`src/rtl/prism_sp_puzzle_hw_gem_rx_ring_release_pkg.sv`:
```
// Shared types and helpers for the GEM RX descriptor release stage (package prism_sp_config).
// Cookie layout, FSM states and descriptor word builders.
package prism_sp_config;

  localparam int unsigned RX_INDEX_WIDTH       = 10;
  localparam int unsigned RX_COOKIE_WIDTH      = 64;
  localparam int unsigned GEM_RX_DESC_OWN_BIT  = 0;
  localparam int unsigned GEM_RX_DESC_WRAP_BIT = 1;
  localparam logic [1:0]  AXI_RESP_OKAY        = 2'b00;
  localparam logic [1:0]  AXI_BURST_INCR       = 2'b01;

  typedef struct packed {
    logic [RX_COOKIE_WIDTH-RX_INDEX_WIDTH-48:0] pad;
    logic [RX_INDEX_WIDTH-1:0]                  index;
    logic [31:0]                                word0;
    logic [12:0]                                length;
    logic                                       sof;
    logic                                       eof;
  } rx_cookie_t;

  typedef enum logic [2:0] {
    ST_IDLE = 3'd0,
    ST_W1   = 3'd1,
    ST_B1   = 3'd2,
    ST_W0   = 3'd3,
    ST_B0   = 3'd4,
    ST_PUSH = 3'd5
  } rx_release_state_t;

  function automatic logic [31:0] desc_word1(input rx_cookie_t c);
    return {16'h0000, c.eof, c.sof, 1'b0, c.length};
  endfunction

  // Ownership handed back to software; wrap bit and the rest pass through untouched.
  function automatic logic [31:0] desc_word0(input rx_cookie_t c);
    logic [31:0] w;
    w = c.word0;
    w[GEM_RX_DESC_OWN_BIT] = 1'b1;
    return w;
  endfunction

endpackage

```
`src/rtl/prism_sp_puzzle_hw_gem_rx_ring_release_axi.sv`:
```
// Single-beat AXI write engine (prism_sp_axi_single_write): one AW, one W, one B per start pulse.
// AW and W complete independently; bready rises once both have been accepted.
import prism_sp_config::*;

module prism_sp_axi_single_write #(
  parameter int ADDR_WIDTH = 32
) (
  input  logic                  clock,
  input  logic                  reset,
  input  logic                  start,
  input  logic [ADDR_WIDTH-1:0] addr,
  input  logic [31:0]           data,
  output logic                  addr_data_done,
  output logic                  done,
  output logic [1:0]            resp,
  output logic [ADDR_WIDTH-1:0] awaddr,
  output logic                  awvalid,
  input  logic                  awready,
  output logic [7:0]            awlen,
  output logic [2:0]            awsize,
  output logic [1:0]            awburst,
  output logic [31:0]           wdata,
  output logic [3:0]            wstrb,
  output logic                  wlast,
  output logic                  wvalid,
  input  logic                  wready,
  input  logic [1:0]            bresp,
  input  logic                  bvalid,
  output logic                  bready
);

  assign awlen   = 8'd0;
  assign awsize  = 3'b010;
  assign awburst = AXI_BURST_INCR;
  assign wstrb   = 4'hF;
  assign wlast   = 1'b1;

  // High in the cycle the last outstanding AW/W handshake completes.
  assign addr_data_done = (awvalid || wvalid) && !(awvalid && !awready) && !(wvalid && !wready);
  assign done = bvalid && bready;
  assign resp = bresp;

  always_ff @(posedge clock) begin
    if (reset) begin
      awaddr  <= '0;
      wdata   <= 32'h0000_0000;
      awvalid <= 1'b0;
      wvalid  <= 1'b0;
      bready  <= 1'b0;
    end else begin
      if (start) begin
        awaddr  <= addr;
        wdata   <= data;
        awvalid <= 1'b1;
        wvalid  <= 1'b1;
      end else begin
        if (awvalid && awready) awvalid <= 1'b0;
        if (wvalid && wready)   wvalid  <= 1'b0;
      end
      if (addr_data_done)  bready <= 1'b1;
      else if (done)       bready <= 1'b0;
    end
  end

endmodule

```
`src/rtl/prism_sp_puzzle_hw_gem_rx_ring_release.sv`:
```
// GEM RX descriptor release: writes status word 1, then ownership word 0, then forwards the cookie.
// Optional sticky bresp checking under `PRISM_SP_RX_RELEASE_BRESP_CHECK_EN.
import prism_sp_config::*;

module prism_sp_puzzle_hw_gem_rx_ring_release #(
  parameter int ADDR_WIDTH   = 32,
  parameter int INDEX_WIDTH  = 10,
  parameter int COOKIE_WIDTH = 64
) (
  input  logic                    clock,
  input  logic                    reset,
  input  logic                    enable,
  input  logic [ADDR_WIDTH-1:0]   dma_desc_base,
  output logic                    cookie_rd_en,
  input  logic                    cookie_empty,
  input  logic [COOKIE_WIDTH-1:0] cookie_data,
  output logic                    out_wr_en,
  input  logic                    out_full,
  output logic [COOKIE_WIDTH-1:0] out_data,
  output logic [ADDR_WIDTH-1:0]   awaddr,
  output logic                    awvalid,
  input  logic                    awready,
  output logic [7:0]              awlen,
  output logic [2:0]              awsize,
  output logic [1:0]              awburst,
  output logic [31:0]             wdata,
  output logic [3:0]              wstrb,
  output logic                    wlast,
  output logic                    wvalid,
  input  logic                    wready,
  input  logic [1:0]              bresp,
  input  logic                    bvalid,
  output logic                    bready,
  output logic [31:0]             released_count,
  output logic                    bresp_error
);

  rx_release_state_t     state_r, state_next_s;
  rx_cookie_t            cookie_src_s;
  logic [ADDR_WIDTH-1:0] desc_addr_s, wr_addr_s;
  logic [31:0]           wr_data_s;
  logic                  wr_start_s, wr_ad_done_s, wr_done_s;
  logic [1:0]            wr_resp_s;
  logic                  unused_pad_s;

  // Word 1 is issued straight from the FIFO head at pop time; word 0 from the held copy.
  assign cookie_src_s = (state_r == ST_IDLE) ? rx_cookie_t'(cookie_data) : rx_cookie_t'(out_data);
  assign desc_addr_s  = dma_desc_base + ADDR_WIDTH'({cookie_src_s.index[INDEX_WIDTH-1:0], 3'b000});
  assign wr_addr_s    = (state_r == ST_IDLE) ? desc_addr_s + {{(ADDR_WIDTH-3){1'b0}}, 3'b100} : desc_addr_s;
  assign wr_data_s    = (state_r == ST_IDLE) ? desc_word1(cookie_src_s) : desc_word0(cookie_src_s);
  assign unused_pad_s = ^cookie_src_s.pad;

  prism_sp_axi_single_write #(.ADDR_WIDTH(ADDR_WIDTH)) u_axi_wr (
    .clock          (clock),
    .reset          (reset),
    .start          (wr_start_s),
    .addr           (wr_addr_s),
    .data           (wr_data_s),
    .addr_data_done (wr_ad_done_s),
    .done           (wr_done_s),
    .resp           (wr_resp_s),
    .awaddr         (awaddr),
    .awvalid        (awvalid),
    .awready        (awready),
    .awlen          (awlen),
    .awsize         (awsize),
    .awburst        (awburst),
    .wdata          (wdata),
    .wstrb          (wstrb),
    .wlast          (wlast),
    .wvalid         (wvalid),
    .wready         (wready),
    .bresp          (bresp),
    .bvalid         (bvalid),
    .bready         (bready)
  );

  // Next-state and handshake strobes.
  always_comb begin
    state_next_s = state_r;
    cookie_rd_en = 1'b0;
    out_wr_en    = 1'b0;
    wr_start_s   = 1'b0;
    case (state_r)
      ST_IDLE: begin
        if (enable && !cookie_empty) begin
          cookie_rd_en = 1'b1;
          wr_start_s   = 1'b1;
          state_next_s = ST_W1;
        end else begin
          state_next_s = ST_IDLE;
        end
      end
      ST_W1:   state_next_s = wr_ad_done_s ? ST_B1 : ST_W1;
      ST_B1: begin
        if (wr_done_s) begin
          wr_start_s   = 1'b1;
          state_next_s = ST_W0;
        end else begin
          state_next_s = ST_B1;
        end
      end
      ST_W0:   state_next_s = wr_ad_done_s ? ST_B0 : ST_W0;
      ST_B0:   state_next_s = wr_done_s ? ST_PUSH : ST_B0;
      ST_PUSH: begin
        if (!out_full) begin
          out_wr_en    = 1'b1;
          state_next_s = ST_IDLE;
        end else begin
          state_next_s = ST_PUSH;
        end
      end
      default: state_next_s = ST_IDLE;
    endcase
  end

  // State, held cookie and release counter.
  always_ff @(posedge clock) begin
    if (reset) begin
      state_r        <= ST_IDLE;
      out_data       <= '0;
      released_count <= 32'd0;
    end else begin
      state_r <= state_next_s;
      if (cookie_rd_en) out_data <= cookie_data;
      if (out_wr_en)    released_count <= released_count + 32'd1;
    end
  end

`ifdef PRISM_SP_RX_RELEASE_BRESP_CHECK_EN
  // Sticky error on any non-OKAY write response; only reset clears it.
  always_ff @(posedge clock) begin
    if (reset)                                       bresp_error <= 1'b0;
    else if (wr_done_s && wr_resp_s != AXI_RESP_OKAY) bresp_error <= 1'b1;
    else                                             bresp_error <= bresp_error;
  end
`else
  logic unused_resp_s;
  assign unused_resp_s = ^wr_resp_s;
  assign bresp_error   = 1'b0;
`endif

endmodule

```
`config.mk`:
```
export PLATFORM = sky130hd
export DESIGN_NAME = prism_sp_puzzle_hw_gem_rx_ring_release
export DESIGN_NICKNAME = d
export VERILOG_FILES = /design/src/rtl/prism_sp_puzzle_hw_gem_rx_ring_release_pkg.sv /design/src/rtl/prism_sp_puzzle_hw_gem_rx_ring_release_axi.sv /design/src/rtl/prism_sp_puzzle_hw_gem_rx_ring_release.sv
export SDC_FILE = /design/constraint.sdc
export NUM_CORES = 1
export LEC_CHECK = 0
export ABC_AREA = 1
export CORE_UTILIZATION = 47
export DETAILED_ROUTE_END_ITERATION = 8
export PLACE_DENSITY = 0.81
export SLEW_MARGIN = 20
export SYNTH_ARGS = -nofsm -noshare
export SYNTH_HDL_FRONTEND = slang
export SYNTH_SLANG_ARGS = --single-unit
```
`constraint.sdc`:
```
create_clock -name clock -period 4.38 [get_ports clock]
set_clock_uncertainty 0.1 [all_clocks]
set_input_delay 0.876 -clock clock [delete_from_list [all_inputs] [get_ports clock]]
set_output_delay 0.876 -clock clock [all_outputs]
set_load 0.01 [all_outputs]
```
Word level (Yosys, flattened, before mapping)
Cells that the tools add are included.

Bits in registers: 166. Input bits: 106. Output and inout bits: 184.

Mux-type cells: 22. Add/sub/neg operators: 3. Equal/unequal tests: 5. Reductions and logical operators: 18.

Operators with widths (number): 2-to-1 mux 32 bit (2); 2-to-1 mux 57 bit (1); adder 32 x 1 -> 32 bit (second input constant) (1); adder 32 x 13 -> 32 bit (1); adder 32 x 3 -> 32 bit (second input constant) (1); case mux 3 bit (6 select lines) (1); 2-to-1 mux 1 bit (14); logical AND 1 bit (8); equality test 3 x 2 -> 1 bit (second input constant) (2); equality test 3 bit (second input constant) (2); 2-to-1 mux 3 bit (2); nonzero test 2 bit (3); logical NOT 1 bit (5); equality test 3 x 1 -> 1 bit (second input constant) (1); logical NOT 3 bit (1); 2-to-1 mux 2 bit (1); case mux 1 bit (2 select lines) (1); logical OR 1 bit (1).

Logic depth before layout (Yosys ltp)
Gate-level depths: netlist of the first run.

Depth in word-level cells: 7. Gate-level depth with buffers: 26. Depth with buffers taken out: 25.

Modules after synthesis
A second synthesis of the first run with hierarchy kept.

Cell total of the unflattened synthesis: 1425. Area, all modules: 9303.9 um^2.

By module, submodules not included: prism_sp_puzzle_hw_gem_rx_ring_release (sequential area each 1981.9 um^2, instances 1, cells each 1106, area each 6774.0 um^2); prism_sp_axi_single_write (sequential area each 1341.3 um^2, instances 1, cells each 319, area each 2529.9 um^2).

Least setup slack after synthesis of the first run
Ideal clock, no wire load.

Kind: reg-to-reg. From: register state_r[2]. To: register u_axi_wr.awaddr[31]. Cell stages (with the launch flop): 21. Path buffers: 1. Setup slack: 1.228 ns. Setup time: 0.109 ns. Data arrival time: 2.943 ns. Clock period less this slack: 3.152 ns. Cells stage by stage: dfxtp_1 nor2_2 nand2_4 clkinv_2 clkbuf_1 nand2_1 nand2_1 ha_1 fa_1 xor2_1 nand4_1 nor2_1 nand3_1 nor2_2 nand2_1 nor2_2 nand3_1 nand2_1 nand3_1 nand2_1 inv_1.

Cells in the longest elaborated chain, start to end: 5. Elaborated cells between the ends (all ways): 7.

Ends and longest elaborated chain: from (decl) (line prism_sp_puzzle_hw_gem_rx_ring_release.sv:38) `rx_release_state_t state_r, state_next_s;`; from (signal assigned) (line prism_sp_puzzle_hw_gem_rx_ring_release.sv:124) `state_r <= state_next_s;`; logical NOT 3 bit (line prism_sp_puzzle_hw_gem_rx_ring_release.sv:47, prism_sp_puzzle_hw_gem_rx_ring_release.sv:49, prism_sp_puzzle_hw_gem_rx_ring_release.sv:84); 2-to-1 mux 57 bit (line prism_sp_puzzle_hw_gem_rx_ring_release.sv:47) `assign cookie_src_s = (state_r == ST_IDLE) ? rx_cookie_t'(cookie_data) : rx_cookie_t'(out_data);`; adder 32 x 13 -> 32 bit (line prism_sp_puzzle_hw_gem_rx_ring_release.sv:48) `assign desc_addr_s = dma_desc_base + ADDR_WIDTH'({cookie_src_s.index[INDEX_WIDTH-1:0], 3'b000});`; adder 32 x 3 -> 32 bit (line prism_sp_puzzle_hw_gem_rx_ring_release.sv:49) `assign wr_addr_s = (state_r == ST_IDLE) ? desc_addr_s + {{(ADDR_WIDTH-3){1'b0}}, 3'b100} : desc_addr_s;`; 2-to-1 mux 32 bit (line prism_sp_puzzle_hw_gem_rx_ring_release.sv:49); to (signal assigned) (line prism_sp_puzzle_hw_gem_rx_ring_release_axi.sv:52) `awaddr <= addr;`; to (decl) (line prism_sp_puzzle_hw_gem_rx_ring_release_axi.sv:16) `output logic [ADDR_WIDTH-1:0] awaddr,`.

Several ways; a longest one is shown, not always the timed one. A chain may end at the register's enable or synchronous reset.

Final worst setup path of the first run
From: register state_r[0]. To: register u_axi_wr.awaddr[31].

Same word-level chain as after synthesis.

==> key figures, run 1 <==
Timing
  • Fmax: 0.278 GHz
  • Measured slew at the worst slew-check pin: roughly 800 ps
  • Unrepaired setup endpoints after global routing: false
  • Final setup viols: 0
  • TNS Setup: 0 ps
  • Final worst path period share: 82.0%
  • Hold WS: 363 ps
  • Final Critical Period: ~3600 ps
  • Hold Vio Cnt, Final: 0
  • Slew HR: 45.7%
  • Max Slew Vio Count: 0

Worst setup path
  • Delay-heaviest family, CP: simple AND/OR/NAND/NOR gates
  • Crit path buffers/inverters: 2
  • Setup crit start kind: flop
  • Critical path, cell by cell: nor2_2, nand2_4, clkinv_2, nand2_1, nand2_1, ha_1, fa_1, xor2_1, nand4_1, nor2_1, nand3_1, nor2_2, nand2_1, nor2_2, nand3_1, nand2_1, nand3_1, nand2_1, inv_1
  • CP endpoint kind: flop
  • Max incr delay on CP: about 480 ps
  • Arrival @ worst endpoint: 3820 ps
  • Critical-path maximum fanout: 15
  • Required time of the critical path: between 4000 and 5000 ps
  • CP most frequent cell: nand2_1
  • Worst Setup Path Type: flop to flop
  • CP max stage cell: fa_1

Synthesis
  • Synth Register Bits: 166
  • Main area contributors after synthesis: dfxtp_1, nand2_1, nor2_1
  • Async set-or-reset flop fraction in the synthesized netlist: 0%
  • Top_reg_cell synth: dfxtp_1
  • Synth cell types: 43
  • Top-area cell type share of the netlist area: 36.9%
  • Ys Warns: 0
  • Sequential-to-total area share from yosys stat: 36.9%
  • Mapped Cells: 1363
  • Post-synth top cells: nand2_1, nor2_1, dfxtp_1
  • Cell taking the most area after synthesis: dfxtp_1
  • Mapped Area: 9010 µm²
  • Count leader, synth: nand2_1
  • Syn avg cell area: 6.61 µm²
  • EDFF count, synth: 0

GRT
  • Initial antenna violation count: 0
  • Gr usage total: between 20% and 30%
  • Total gr overflow: 0
  • Vias in the first global route: 8889
  • First-pass GRT wire length: 44200 µm
  • Largest net degree at the start of global routing: 108

Placed design
  • DP HPWL: 19900 µm
  • I/O Buffers: 268
  • Placed cells: 1821
  • GP Congestion: 0.898

Clocking
  • Clock Pin Slew Worst Setup and Hold Paths: 70 ps
  • Clock Root Buffer: clkbuf_16
  • Clock buffer depth: 2
  • Post-cts resize count: 0
  • TritonCTS Sinks: 166
  • CTS Hold Buffers Added: 0
  • TritonCTS clock tree: yes
  • Num CTS Buffers: 17
  • Post-CTS Setup Bufs: 0
  • Htree depth: 4
  • Clk_lat worst skew: around 440 ps

Pwr
  • Clock power share: 35.7%
  • Comb power frac: 24.2%
  • Lkg Pwr: 5.21 nW
  • P per Cell Area: 335 nW/µm²
  • Max VDD drop: 0.000257 V
  • Int Power: around 2.8 mW
  • Seq pwr share: 40.1%
  • Psw: 1.35 mW
  • Sw Ratio: 32.6%

Flow run
  • Max-Cap Viols: 0

Routing
  • DRC viols: 0
  • Initial DRT Pass Iterations: 5
  • Average wire per standard cell: 14.8 µm
  • Initial DRC count: 614
  • Via density: 5.15
  • Post-DRT Antenna Nets: 0
  • Routed WL: 27500 µm
  • DR vias: 9547

Status
  • Run status: finished, final reports clean

Floorplan
  • Die H: 140 µm
  • Placement Rows: 50
  • Starting Density: around 48%
  • DIE AREA: 19700 µm²
  • Chip Width: about 140 µm
  • # IOs: 290
  • Core box area: 18800 µm²

Finish
  • Antenna Cells: 0
  • Layout cell share with drive strength beyond 1: between 8 and 9%
  • Register area: 3320 µm²
  • Area grow syn2layout: 37.4%
  • Final nets: 1725
  • Fillers: 1664
  • Fin cells: 1853
  • Area of the multi-input gates: 4880 µm²

Min path
  • Hold crit path type: flop to flop
## kinds of logic after synthesis
logic type	count (synthesis)	share of synthesized area (%)
xor gates and xnor gates	19	1.85
DFF	166	36.9
adders and majority gates	13	1.89
other	2	0.0834
and+or+nand+nor	702	35.0
AOI/OAI and AO/OA	248	14.5
buffers and inverters	213	9.79
## area by class of cell
type,count,area share [%]
repair buffers,277,22.3
clock buffers,17,3.44
well taps,234,2.37
flip-flops and latches,166,26.9
inverters,143,4.35
clock inverters,15,1.24
multi-input cells,1001,39.4
## worst paths after layout
kind                               to  cells after the start        start  slack [ps]
setup / recovery  u_axi_wr.awaddr[31]                     19   state_r[0]         790
hold / removal            out_data[8]                      2  out_data[8]         360
setup reg to reg  u_axi_wr.awaddr[31]                     19   state_r[0]         790
hold reg to reg           out_data[8]                      2  out_data[8]         360
## metal layers
layer | wire, µm | global-route usage [%] | vias to the layer above
li1 | - | - | 4846
met1 | 11500 | 33.1 | 4331
met2 | 13100 | 48.0 | 323
met3 | 2140 | 8.72 | 47
met4 | 703 | 10.0 | 0
met5 | 0 | 0 | -
## worst min-delay path: cells and delay by family (launching register included)
family / cells / cell delay (ps)
AND/OR/NAND/NOR: 1 / 60
AO/OA/AOI/OAI: 1 / 50
flip-flops: 1 / 310
## power by group through the flow
stage | logic, mW | clock network (mW) | registers (mW)
CTS | 1.00 | 1.50 | 1.66
finish | 1.00 | 1.48 | 1.66
global route | 1.11 | 1.57 | 1.68
floorplan | 0.522 | 0 | 1.73
detailed placement | 0.995 | 0 | 1.70
global placement | 0.983 | 0 | 1.69
## registers in the layout (all words and copies together) (netlist names)
register,cells
out_data,64
released_count,32
state_r,3
u_axi_wr.awaddr,32
u_axi_wr.awvalid,1
u_axi_wr.bready,1
u_axi_wr.wdata,32
u_axi_wr.wvalid,1
## stage by stage
| step | setup slack (ps) | utilization (%) | power (mW) | cell area (µm²) |
|---|---|---|---|---|
| floorplan | 1230 | - | 2.26 | 9070 |
| global placement | 486 | 62.9 | 2.67 | 11800 |
| detailed placement | 427 | 62.9 | 2.69 | 11800 |
| CTS | 795 | 65.9 | 4.16 | 12400 |
| global route | 401 | 65.9 | 4.35 | 12400 |
| finish | 787 | 65.9 | 4.15 | 12400 |
## cells in the final DEF, fill, tap and decap left out, drive strengths merged
cell / count
xnor2: 2
o21ai: 131
nand4: 21
nand2: 343
o22ai: 2
a21oi: 89
nor4: 6
a211oi: 2
xor2: 17
and2: 1
nand3b: 10
or2: 1
nor2: 228
ha: 12
a21boi: 1
nand3: 66
conb: 19
clkinvlp: 1
fa: 1
dfxtp: 166
nor3b: 2
buf: 9
nor3: 24
a31oi: 17
inv: 150
clkinv: 7
o211ai: 1
clkdlybuf4s50: 268
o21a: 5
clkbuf: 17
No activity file was read; power rests on OpenSTA's default activity.
==> run 2, diff against run 1 <==
--- a/config.mk
+++ b/config.mk
@@ -6,9 +6,9 @@
 export NUM_CORES = 1
 export LEC_CHECK = 0
 export ABC_AREA = 1
-export CORE_UTILIZATION = 47
+export CORE_UTILIZATION = 43
 export DETAILED_ROUTE_END_ITERATION = 8
-export PLACE_DENSITY = 0.81
+export PLACE_DENSITY = 0.78
 export SLEW_MARGIN = 20
 export SYNTH_ARGS = -nofsm -noshare
 export SYNTH_HDL_FRONTEND = slang
==> constraint.sdc (replaced) <==
create_clock -name clock -period 3.25 [get_ports clock]
set_clock_uncertainty 0.1 [all_clocks]
set_input_delay 0.65 -clock clock [delete_from_list [all_inputs] [get_ports clock]]
set_output_delay 0.65 -clock clock [all_outputs]
set_load 0.01 [all_outputs]
==> run 2 against run 1 <==
Net effect:
- sequential power is 35% higher
- non-clock buffer count is 82 higher
- design area is 7.5% higher
- first-iteration DRC count is 18% lower
- worst setup slack worse by 600 ps
- combinational power is 59% higher
- sequential share of layout area is 1.9 points lower
- critical path depth is 2 higher
- total power is 40% higher
- via count is 2.9% higher
- die area is 9.2% higher
- largest power group unchanged
==> key figures, run 2 (synthesis gave the netlist of run 1 again) <==
Clocking
  • Clock buffer depth: 2
  • CTS Hold Buffers Added: 0
  • Clock Root Buffer: clkbuf_16
  • Num CTS Buffers: 17
  • TritonCTS Sinks: 166
  • Clk_lat worst skew: 430 ps
  • Htree depth: 4
  • Clock Pin Slew Worst Setup and Hold Paths: 70 ps
  • TritonCTS clock tree: yes

Min path
  • Worst hold start: out_data[6]
  • Hold path cells: 2
  • Hold crit path type: flop to flop
  • Hold Path Sink: out_data[6]

Timing
  • Max Slew Vio Count: 0
  • Final worst path period share: 94.3%
  • Hold Vio Cnt, Final: 0
  • Final WS setup: 185 ps
  • Final setup viols: 0
  • Final Critical Period: ~3100 ps
  • Measured slew at the worst slew-check pin: 699 ps
  • Fmax: 0.326 GHz
  • TNS Setup: 0 ps
  • Slew HR: 53.4%

Routing
  • Initial DRC count: 502
  • DR vias: 9825
  • Post-DRT Antenna Nets: 0
  • Average wire per standard cell: 14.2 µm
  • Routed WL: between 20000 and 30000 µm
  • DRC viols: 0
  • Initial DRT Pass Iterations: 4
  • Via density: 4.99

GRT
  • Total gr overflow: 0
  • Global routing usage on met3: 7.17%
  • GR Util met1: a little under a third
  • M2 GR Usage: 44.2%
  • Global route hottest layer: met2
  • First-pass GRT wire length: around 46000 µm
  • Gr usage total: 26.1%
  • Vias in the first global route: 9418
  • Largest net degree at the start of global routing: 133
  • Initial antenna violation count: 0

Finish
  • Antenna Cells: 0
  • Final nets: 1807
  • Commonest non-fill, non-tap cells in the layout: nand2_1, clkdlybuf4s50_1, nor2_1, dfxtp_1, o21ai_0
  • Fillers: 1847
  • Number of flip-flops in the largest register: 64
  • Commonest non-fill, non-tap cell in the layout: nand2_1
  • Area grow syn2layout: 47.7%
  • Area of the multi-input gates: between 5000 and 6000 µm²
  • Layout cell share with drive strength beyond 1: 15.3%
  • Final Util: 65.3%
  • Fin cells: 1970
  • Largest Register: out_data
  • Register area: 3330 µm²

Worst setup path
  • Arrival @ worst endpoint: 3310 ps
  • RR Endpoint: u_axi_wr.awaddr[19]
  • CP most frequent cell: nand2_2
  • Max incr delay on CP: 410 ps
  • R2R setup slack: 190 ps
  • CP max stage cell: fa_2
  • Worst-case reg-to-reg path depth: 21
  • Delay-heaviest family, CP: simple AND/OR/NAND/NOR gates
  • CP endpoint kind: flop
  • Worst Setup Path Type: flop to flop
  • Required time of the critical path: 3500 ps
  • Setup crit start kind: flop
  • Crit path buffers/inverters: 4
  • Critical path, cell by cell: nor2_4, nand2_4, buf_12, nand2_1, nand2_1, ha_2, fa_2, nand2_2, nand2_2, nand3_4, nand2_4, nand2_2, buf_4, nand3_2, nand2_2, nor2_4, buf_4, buf_4, a31oi_1, o21ai_1, a21oi_1
  • R2r startpoint: state_r[0]
  • Critical-path maximum fanout: 12

Placed design
  • DP HPWL: between 20000 and 25000 µm
  • I/O Buffers: between 200 and 300
  • GP Congestion: 0.898
  • Place WS: -370 ps
  • Placed cells: between 1500 and 2000

Floorplan
  • Die H: 147 µm
  • Placement Rows: 52
  • Starting Density: 44.2%
  • # IOs: 290
  • Chip Width: 147 µm
  • DIE AREA: 21500 µm²
  • Core box area: 20400 µm²

Flow run
  • Max-Cap Viols: 0

Pwr
  • Lkg Pwr: 5.61 nW
  • Max VDD drop: 0.000374 V
  • P per Cell Area: roughly 440 nW/µm²

Status
  • Run status: finished, final reports clean
## run 2: worst max-delay path by stage
| stage | startpoint | to | cells past startpoint |
|---|---|---|---|
| finish | state_r[0] | u_axi_wr.awaddr[19] | 21 |
| global route | state_r[0] | u_axi_wr.awaddr[21] | 18 |
| CTS | state_r[1] | u_axi_wr.awaddr[24] | 22 |
| detailed placement | cookie_data[47] | u_axi_wr.awaddr[19] | 14 |
| global placement | cookie_data[47] | u_axi_wr.awaddr[31] | 17 |
| floorplan | state_r[2] | u_axi_wr.awaddr[31] | 20 |
## run 2: cell type report
cell class | instances | area share [%]
multi-input cells | 1001 | 38.5
repair buffers | 359 | 25.6
flip-flops and latches | 166 | 25.0
inverters | 143 | 4.07
clock buffers | 17 | 3.20
well taps | 270 | 2.54
clock inverters | 14 | 1.08
## run 2: worst reg2reg max path, stage by stage (launching register included)
cell and delay, ps:
dfxtp_2 330, nor2_4 130, nand2_4 100, buf_12 160, nand2_1 60, nand2_1 50
ha_2 180, fa_2 410, nand2_2 80, nand2_2 90, nand3_4 110, nand2_4 80
nand2_2 80, buf_4 100, nand3_2 50, nand2_2 120, nor2_4 70, buf_4 130
buf_4 120, a31oi_1 200, o21ai_1 100, a21oi_1 140
## run 2: where the power goes
group	switching (mW)	internal [mW]	leakage, nW
logic	0.842	0.749	3.97
clock network	0.910	1.08	0.276
registers	0.0796	2.17	1.36
## run 2: metal layers
layer  share of wire, %  routed length, µm
met4                3.1                861
met5                  0                  0
met3                7.3               2050
met2                 48              13500
met1                 42              11700
## run 2: through the flow
step                      total power [mW]  cell area [µm²]  hold slack, ps
after floorplan                       3.04             9070             383
after global placement                3.76            12400             348
after detailed placement              3.78            12400             354
after CTS                             5.77            13000             365
after global routing                  6.10            13300             386
final                                 5.82            13300             365
## run 2: timing repair
action                                  4_1_cts  5_1_grt
gates cloned                                  0        0
gates resized for setup                       2       58
pin swaps                                     2       22
setup buffers                                 0        5
endpoints found under the setup margin        3       19
